[src/rtl/rom_loader.sv]
// rtl/rom_loader.sv - byte-stream to wishbone ROM backdoor programmer
// Streams bytes into consecutive ROM addresses, holding the CPU in reset while loading.
module rom_loader #(
    parameter int ADDR_WIDTH     = 12,
    parameter int TIMEOUT_CYCLES = 32
) (
    input  logic                  clock,
    input  logic                  reset,
    input  logic                  start,
    input  logic                  abort,
    input  logic [ADDR_WIDTH-1:0] base_addr,
    input  logic [ADDR_WIDTH:0]   length,
    input  logic                  byte_valid,
    input  logic [7:0]            byte_data,
    output logic                  byte_ready,
    output logic [31:0]           wb_addr_o,
    output logic [31:0]           wb_data_o,
    output logic                  wb_cyc_o,
    output logic                  wb_strobe_o,
    output logic                  wb_we_o,
    input  logic                  wb_ack_i,
    output logic                  cpu_reset_o,
    output logic                  busy,
    output logic                  done,
    output logic                  error,
    output logic [ADDR_WIDTH:0]   count
);

    localparam logic [2:0] IDLE      = 3'd0;
    localparam logic [2:0] WAIT_BYTE = 3'd1;
    localparam logic [2:0] WRITE     = 3'd2;
    localparam logic [2:0] DONE      = 3'd3;
    localparam logic [2:0] ERR       = 3'd4;

    localparam int TW = (TIMEOUT_CYCLES > 2) ? $clog2(TIMEOUT_CYCLES) : 1;
    localparam logic [TW-1:0] TIMER_LAST = TW'(TIMEOUT_CYCLES - 1);

    logic [2:0]            state_q, state_d;
    logic [ADDR_WIDTH-1:0] cur_addr_q, cur_addr_d;
    logic [ADDR_WIDTH:0]   remaining_q, remaining_d;
    logic [ADDR_WIDTH:0]   count_q, count_d;
    logic [TW-1:0]         timer_q, timer_d;
    logic [31:0]           wb_addr_q, wb_addr_d;
    logic [31:0]           wb_data_q, wb_data_d;
    logic                  bus_q, bus_d;
    logic                  cpu_rst_q, cpu_rst_d;
    logic                  done_q, done_d;
    logic                  error_q, error_d;

    always_comb begin
        state_d     = state_q;
        cur_addr_d  = cur_addr_q;
        remaining_d = remaining_q;
        count_d     = count_q;
        timer_d     = timer_q;
        wb_addr_d   = wb_addr_q;
        wb_data_d   = wb_data_q;
        bus_d       = bus_q;
        cpu_rst_d   = cpu_rst_q;
        done_d      = done_q;
        error_d     = error_q;

        // Abort overrides everything, including a simultaneous start or ack.
        if (abort) begin
            state_d   = IDLE;
            bus_d     = 1'b0;
            cpu_rst_d = 1'b0;
            done_d    = 1'b0;
            error_d   = 1'b0;
        end else begin
            case (state_q)
                IDLE, DONE, ERR: begin
                    if (start) begin
                        cur_addr_d  = base_addr;
                        remaining_d = length;
                        count_d     = '0;
                        done_d      = 1'b0;
                        error_d     = 1'b0;
                        if (length != '0) begin
                            state_d   = WAIT_BYTE;
                            cpu_rst_d = 1'b1;
                        end else begin
                            state_d   = DONE;
                            done_d    = 1'b1;
                            cpu_rst_d = 1'b0;
                        end
                    end
                end
                WAIT_BYTE: begin
                    if (byte_valid) begin
                        state_d   = WRITE;
                        bus_d     = 1'b1;
                        wb_addr_d = {{(32-ADDR_WIDTH){1'b0}}, cur_addr_q};
                        wb_data_d = {24'b0, byte_data};
                        timer_d   = '0;
                    end
                end
                WRITE: begin
                    // A same-cycle ack beats the timeout.
                    if (wb_ack_i) begin
                        bus_d       = 1'b0;
                        cur_addr_d  = cur_addr_q + 1'b1;
                        count_d     = count_q + 1'b1;
                        remaining_d = remaining_q - 1'b1;
                        if (remaining_q == {{ADDR_WIDTH{1'b0}}, 1'b1}) begin
                            state_d   = DONE;
                            done_d    = 1'b1;
                            cpu_rst_d = 1'b0;
                        end else begin
                            state_d = WAIT_BYTE;
                        end
                    end else if (timer_q == TIMER_LAST) begin
                        bus_d   = 1'b0;
                        state_d = ERR;
                        error_d = 1'b1;
                    end else begin
                        timer_d = timer_q + 1'b1;
                    end
                end
                default: state_d = IDLE;
            endcase
        end
    end

    always_ff @(posedge clock or posedge reset) begin
        if (reset) begin
            state_q     <= IDLE;
            cur_addr_q  <= '0;
            remaining_q <= '0;
            count_q     <= '0;
            timer_q     <= '0;
            wb_addr_q   <= '0;
            wb_data_q   <= '0;
            bus_q       <= 1'b0;
            cpu_rst_q   <= 1'b0;
            done_q      <= 1'b0;
            error_q     <= 1'b0;
        end else begin
            state_q     <= state_d;
            cur_addr_q  <= cur_addr_d;
            remaining_q <= remaining_d;
            count_q     <= count_d;
            timer_q     <= timer_d;
            wb_addr_q   <= wb_addr_d;
            wb_data_q   <= wb_data_d;
            bus_q       <= bus_d;
            cpu_rst_q   <= cpu_rst_d;
            done_q      <= done_d;
            error_q     <= error_d;
        end
    end

    assign byte_ready  = (state_q == WAIT_BYTE);
    assign busy        = (state_q == WAIT_BYTE) || (state_q == WRITE);
    assign wb_addr_o   = wb_addr_q;
    assign wb_data_o   = wb_data_q;
    assign wb_cyc_o    = bus_q;
    assign wb_strobe_o = bus_q;
    assign wb_we_o     = bus_q;
    assign cpu_reset_o = cpu_rst_q;
    assign done        = done_q;
    assign error       = error_q;
    assign count       = count_q;

endmodule

[config.mk]
export PLATFORM = sky130hd
export DESIGN_NAME = rom_loader
export DESIGN_NICKNAME = d
export VERILOG_FILES = /design/src/rtl/rom_loader.sv
export SDC_FILE = /design/constraint.sdc
export NUM_CORES = 1
export LEC_CHECK = 0
export ABC_AREA = 1
export CORE_UTILIZATION = 40
export DETAILED_ROUTE_END_ITERATION = 12
export PLACE_DENSITY_LB_ADDON = 0.3
export SLEW_MARGIN = 20
export SYNTH_ARGS = -nofsm -noshare
export SYNTH_HDL_FRONTEND = slang
export SYNTH_SLANG_ARGS = --single-unit
[constraint.sdc]
create_clock -name clock -period 2.29 [get_ports clock]
set_input_delay 0.5725 -clock clock [delete_from_list [all_inputs] [get_ports clock]]
set_output_delay 0.5725 -clock clock [all_outputs]
set_load 0.05 [all_outputs]
---- After elaboration in Yosys (flattened, before gate mapping) ----
Cells that the tools add are included.
operators by class
  equal/unequal tests ..................... 18
  reduce and logical (&&, ||, !) cells .... 15
  multiplexer cells ....................... 43
  $add $sub $neg .......................... 4
  bitwise operators ....................... 1
operators with widths
  operator                 number
  $mux W13                 4
  $pmux W13 S2             2
  $mux W12                 2
  $pmux W12 S2             1
  $mux W1                  18
  $ne A3 B3 Y1 const B     6
  $mux W3                  5
  $mux W5                  3
  $add A13 B1 Y13 const B  1
  $eq A13 B1 Y1 const B    1
  $reduce_bool A13 Y1      1
  $sub A13 B1 Y13 const B  1
  $add A12 B1 Y12 const B  1
  $reduce_and A4 Y1        3
  $ne A2 B2 Y1 const B     5
  $pmux W5 S2              1
  $pmux W3 S3              1
  $reduce_and A3 Y1        3
  $pmux W1 S2              4
  $eq A3 B2 Y1 const B     2
  $reduce_bool A3 Y1       2
  $add A5 B1 Y5 const B    1
  $eq A5 B5 Y1 const B     1
  $reduce_and A5 Y1        1
  9 further kinds          11
word-level totals
  register bits ........................... 70
  output and inout bits ................... 85
  word-level logic and storage cells ...... 92
  input port bits ......................... 39

---- Logic depth before layout (Yosys ltp) ----
Gate-level depths: netlist of run 1.
  depth after elaboration ................. 5
  mapped depth ............................ 10

---- Least setup slack after synthesis of run 1 ----
OpenSTA, ideal clock, no wires.
  path type ............................... register to output
  start ................................... register state_q[1]
  end ..................................... output busy
  cell stages (with the launch flop) ...... 6
  data required time ...................... 1.717 ns
  path slack .............................. 0.178 ns
  path buffers ............................ 0
  arrival ................................. 1.540 ns
  cells stage by stage .................... dfrtp_1 > inv_1 > nand2_1 > nor2_2 > inv_1 > nand2_1
between the ends
  word-level cells in the longest chain between the ends .. 2
  elaborated cells between the ends (all ways) .. 3
  classes of those cells .................. eq/ne (2); reduce/logical (1)
RTL lines
  element                   RTL line  source
  start: declaration        38        logic [2:0] state_q, state_d;
  start signal: assignment  139       state_q <= state_d;
  $eq A3 B1 Y1              --
  named net byte_ready      15        output logic byte_ready,
  $logic_or A1 B1 Y1        154       assign busy = (state_q == WAIT_BYTE) || (state_q == WRITE);
  end: declaration          23        output logic busy,
The timed path passes the listed nets, and every way through them passes these cells.

---- Final worst setup path of run 1 ----
  start ................................... register count_q[8] (netlist: count[8])
  end ..................................... output count[8]
RTL lines
  element                   RTL line  source
  start: declaration        41        logic [ADDR_WIDTH:0] count_q, count_d;
  start signal: assignment  142       count_q <= count_d;
  end: declaration          26        output logic [ADDR_WIDTH:0] count
No word-level cell between the ends.

==> results.md, run 1 <==
- Tmin final: 2.22 ns
- Total GRT Usage: a little under a fifth
- Cells after synthesis: around 630
- CTS root buffer: clkbuf_8
- R2R Setup Slk: between 0.5 and 0.6 ns
- Vias/cell: 4.71
- Seq cells post-synth: 70
- Commonest cells after routing, fill and taps aside: nand2_1 (208), clkdlybuf4s50_1 (77), dfrtp_1 (70)
- Top-area cell type share of the netlist area: 39.6%
- Largest net degree at the start of global routing: 60
- CTS resizes: 0
- Layout cell share with drive strength beyond 1: between 5 and 6%
- Status: complete, no violations
- RSZ-0062 raised after global routing: false
- Starting Density: 40.9%
- P_sw: 3120 µW
- Commonest non-fill, non-tap cell in the layout: nand2_1
- Max Freq: around 450 MHz
- Largest area contributor in the netlist: dfrtp_1
- Layout Nets: 758
- Port bufs: 79
- Std-Cell Rows: 38
- Top cells by area, synth: dfrtp_1 (40%), nand2_1 (18%), buf_4 (8.7%)
- Area Growth Syn to Fin: 23.1%
- CP top delay family: buffers and inverters
- Maximum vdd drop: 0.720 mV
- Die area: 11500 µm²
- Reg power frac: 31.9%
- Worst-Skew Late Latency: 0.35 ns
- Slowest-stage cell, CP: clkdlybuf4s50_1
- Crit. End Element: primary output
- Post-CTS Setup Bufs: 0
- Fin. max-slew vios: 0
- Vias: 4042
- DRC viols: 0
- Sink Count: 70
- CTS tree: done
- Grt total ovfl: 0
- CTS max path bufs: 2
- Post-route setup TNS: 0 ns
- Yosys warns: 0
- Seq/Total Area, Yosys: 39.6%
- Max_cap viols: 0
- Pint: 3380 µW
- I/O pins: ~120
- Critical path buffer and inverter count: 1
- Max incr delay on CP: 0.84 ns
- Vias in the first global route: 3680
- Cell breakdown of the critical path: clkdlybuf4s50_1
- Num CTS Buffers: 9
- Final std cells w/o fill: 858
- Hold Crit Class: reg2reg
- Rel. slew slack: between 60 and 70%
- Combinational share of power: 50.4%
- Final Wtd Congestion: 0.850
- H-tree levels: 3
- Total leakage power: between 0.002 and 0.003 µW
- Switching part of the total power: 48.0%
- Final-report setup violation count: 0
- Post-CTS Hold Fix Bufs: 0
- Worst Path Max Fanout: 6
- Synth cell types: 26
- Drt initial violations: 180
- CP required: 1.72 ns
- Endpoints failing hold: 0
- Placed Cells: 842
- Initial antenna violation count: 0
- Startpoint Class: flop
- Clock power share: 17.7%
- Syn Area/Cell: 6.97 µm²
- DRT Wirelength: a little over 10 mm
- Number of diodes: 0
- Critical path arrival: between 1.5 and 2 ns
- Clk pin slew, worst setup/hold paths: 0.08 ns
- Pwr dens: roughly 1200 nW/µm²
- Wire length of the first global-routing pass: 16.7 mm
- Least-Margin Pin Slew: ~0.53 ns
- Final worst path period share: a little over nine tenths
- Mapped Area: 4420 µm²
- Worst clock skew: 0.0120 ns
- Die width: 107 µm
- Post-DP HPWL: around 7.3 mm
- WL per Instance: 11.8 µm
- DRT Pass-1 Iters: 5
- Core area: 10800 µm²
- WS Path Type: reg2out
- Post-DRT Antenna Nets: 0
- Die height: 107 µm
## power by group through the flow
stage                     logic [µW]  registers (µW)  clock network, µW
after floorplan                 1770            2680                  0
after global placement          3240            2080                  0
after detailed placement        3280            2090                  0
after CTS                       3290            2070               1180
after global routing            3610            2140               1240
final                           3280            2080               1150
## layer usage
layer	vias up	global-route usage [%]	routed length (µm)	part of all wire, %
li1	2067	-	-	-
met1	1833	23.4	4720	47
met2	132	30.5	4650	46
met3	10	5.11	652	6.4
met4	0	4.40	87	0.86
met5	-	0	0	0
## registers in the layout (all words and copies together), names as in the netlist
| name | count |
|---|---|
| error | 1 |
| cpu_reset_o | 1 |
| count | 13 |
| wb_data_o | 8 |
| wb_addr_o | 12 |
| remaining_q | 13 |
| done | 1 |
| state_q | 3 |
| timer_q | 5 |
| wb_cyc_o | 1 |
| cur_addr_q | 12 |
## cell usage after synthesis
cell type and count:
dfrtp_1 70, nand3_1 62, a21oi_1 7, nor2_1 63, nand4_1 9, a21boi_0 1, nand2_1 208, and2_1 1
nand3b_1 2, nand3_2 2, or2_2 10, clkbuf_1 3, ha_1 6, a21o_1 3, o21ai_0 40, o21ai_1 5
conb_1 1, nor2_2 2, clkinv_1 1, nor3_1 4, inv_1 62, xnor2_1 1, xor2_1 8, o211ai_1 3
buf_2 9, buf_4 51
## metrics by stage
stage          instance area (µm²)  hold WS, ns  total power [µW]  setup slack [ns]  utilization (%)
2_1_floorplan                 4580        0.471              4450             0.178                -
3_3_place_gp                  5210        0.463              5320             0.169             48.3
3_5_place_dp                  5210        0.471              5370            0.0631             48.3
4_1_cts                       5440        0.492              6540            0.0438             50.4
5_1_grt                       5440        0.501              6980           0.00230             50.4
6_report                      5440        0.488              6500            0.0661             50.4
## final cells by class
| cell class | count | area, µm² |
|---|---|---|
| timing repair buffer | 88 | 891 |
| inverter | 63 | 240 |
| tap | 140 | 175 |
| clock buffer | 9 | 124 |
| fill | 1062 | 5350 |
| clock inverter | 7 | 103 |
| multi-input combinational | 481 | 2150 |
| sequential | 70 | 1750 |
## kinds of logic after synthesis
| logic type | after synthesis | synth area share (%) |
|---|---|---|
| buffers and inverters | 126 | 15.3 |
| and+or+nand+nor | 363 | 34.4 |
| adders and majority gates | 6 | 1.70 |
| xor gates and xnor gates | 9 | 1.78 |
| AOI/OAI and AO/OA | 59 | 7.08 |
| other | 1 | 0.0849 |
| DFF | 70 | 39.6 |
## worst paths after layout
check / start / end / cells after the start
worst max-delay path: count[8]$_DFFE_PP0P_ / count[8] / 1
worst min-delay path: wb_data_o[0]$_DFFE_PP0P_ / wb_data_o[0]$_DFFE_PP0P_ / 2
worst max register to register: state_q[1]$_DFFE_PP0P_ / count[0]$_DFFE_PP0P_ / 7
worst min register to register: wb_data_o[0]$_DFFE_PP0P_ / wb_data_o[0]$_DFFE_PP0P_ / 2
max in group asynchronous: reset / count[2]$_DFFE_PP0P_ / 3
min in group asynchronous: reset / wb_data_o[3]$_DFFE_PP0P_ / 2
Note: power is estimated with default switching activity, not from simulation.
==> run 2: changes to the inputs <==
CAP_MARGIN = 20   (was unset)
==> results of run 2 <==
Same layout as run 1: the final DEF is identical, and so are final timing and power.
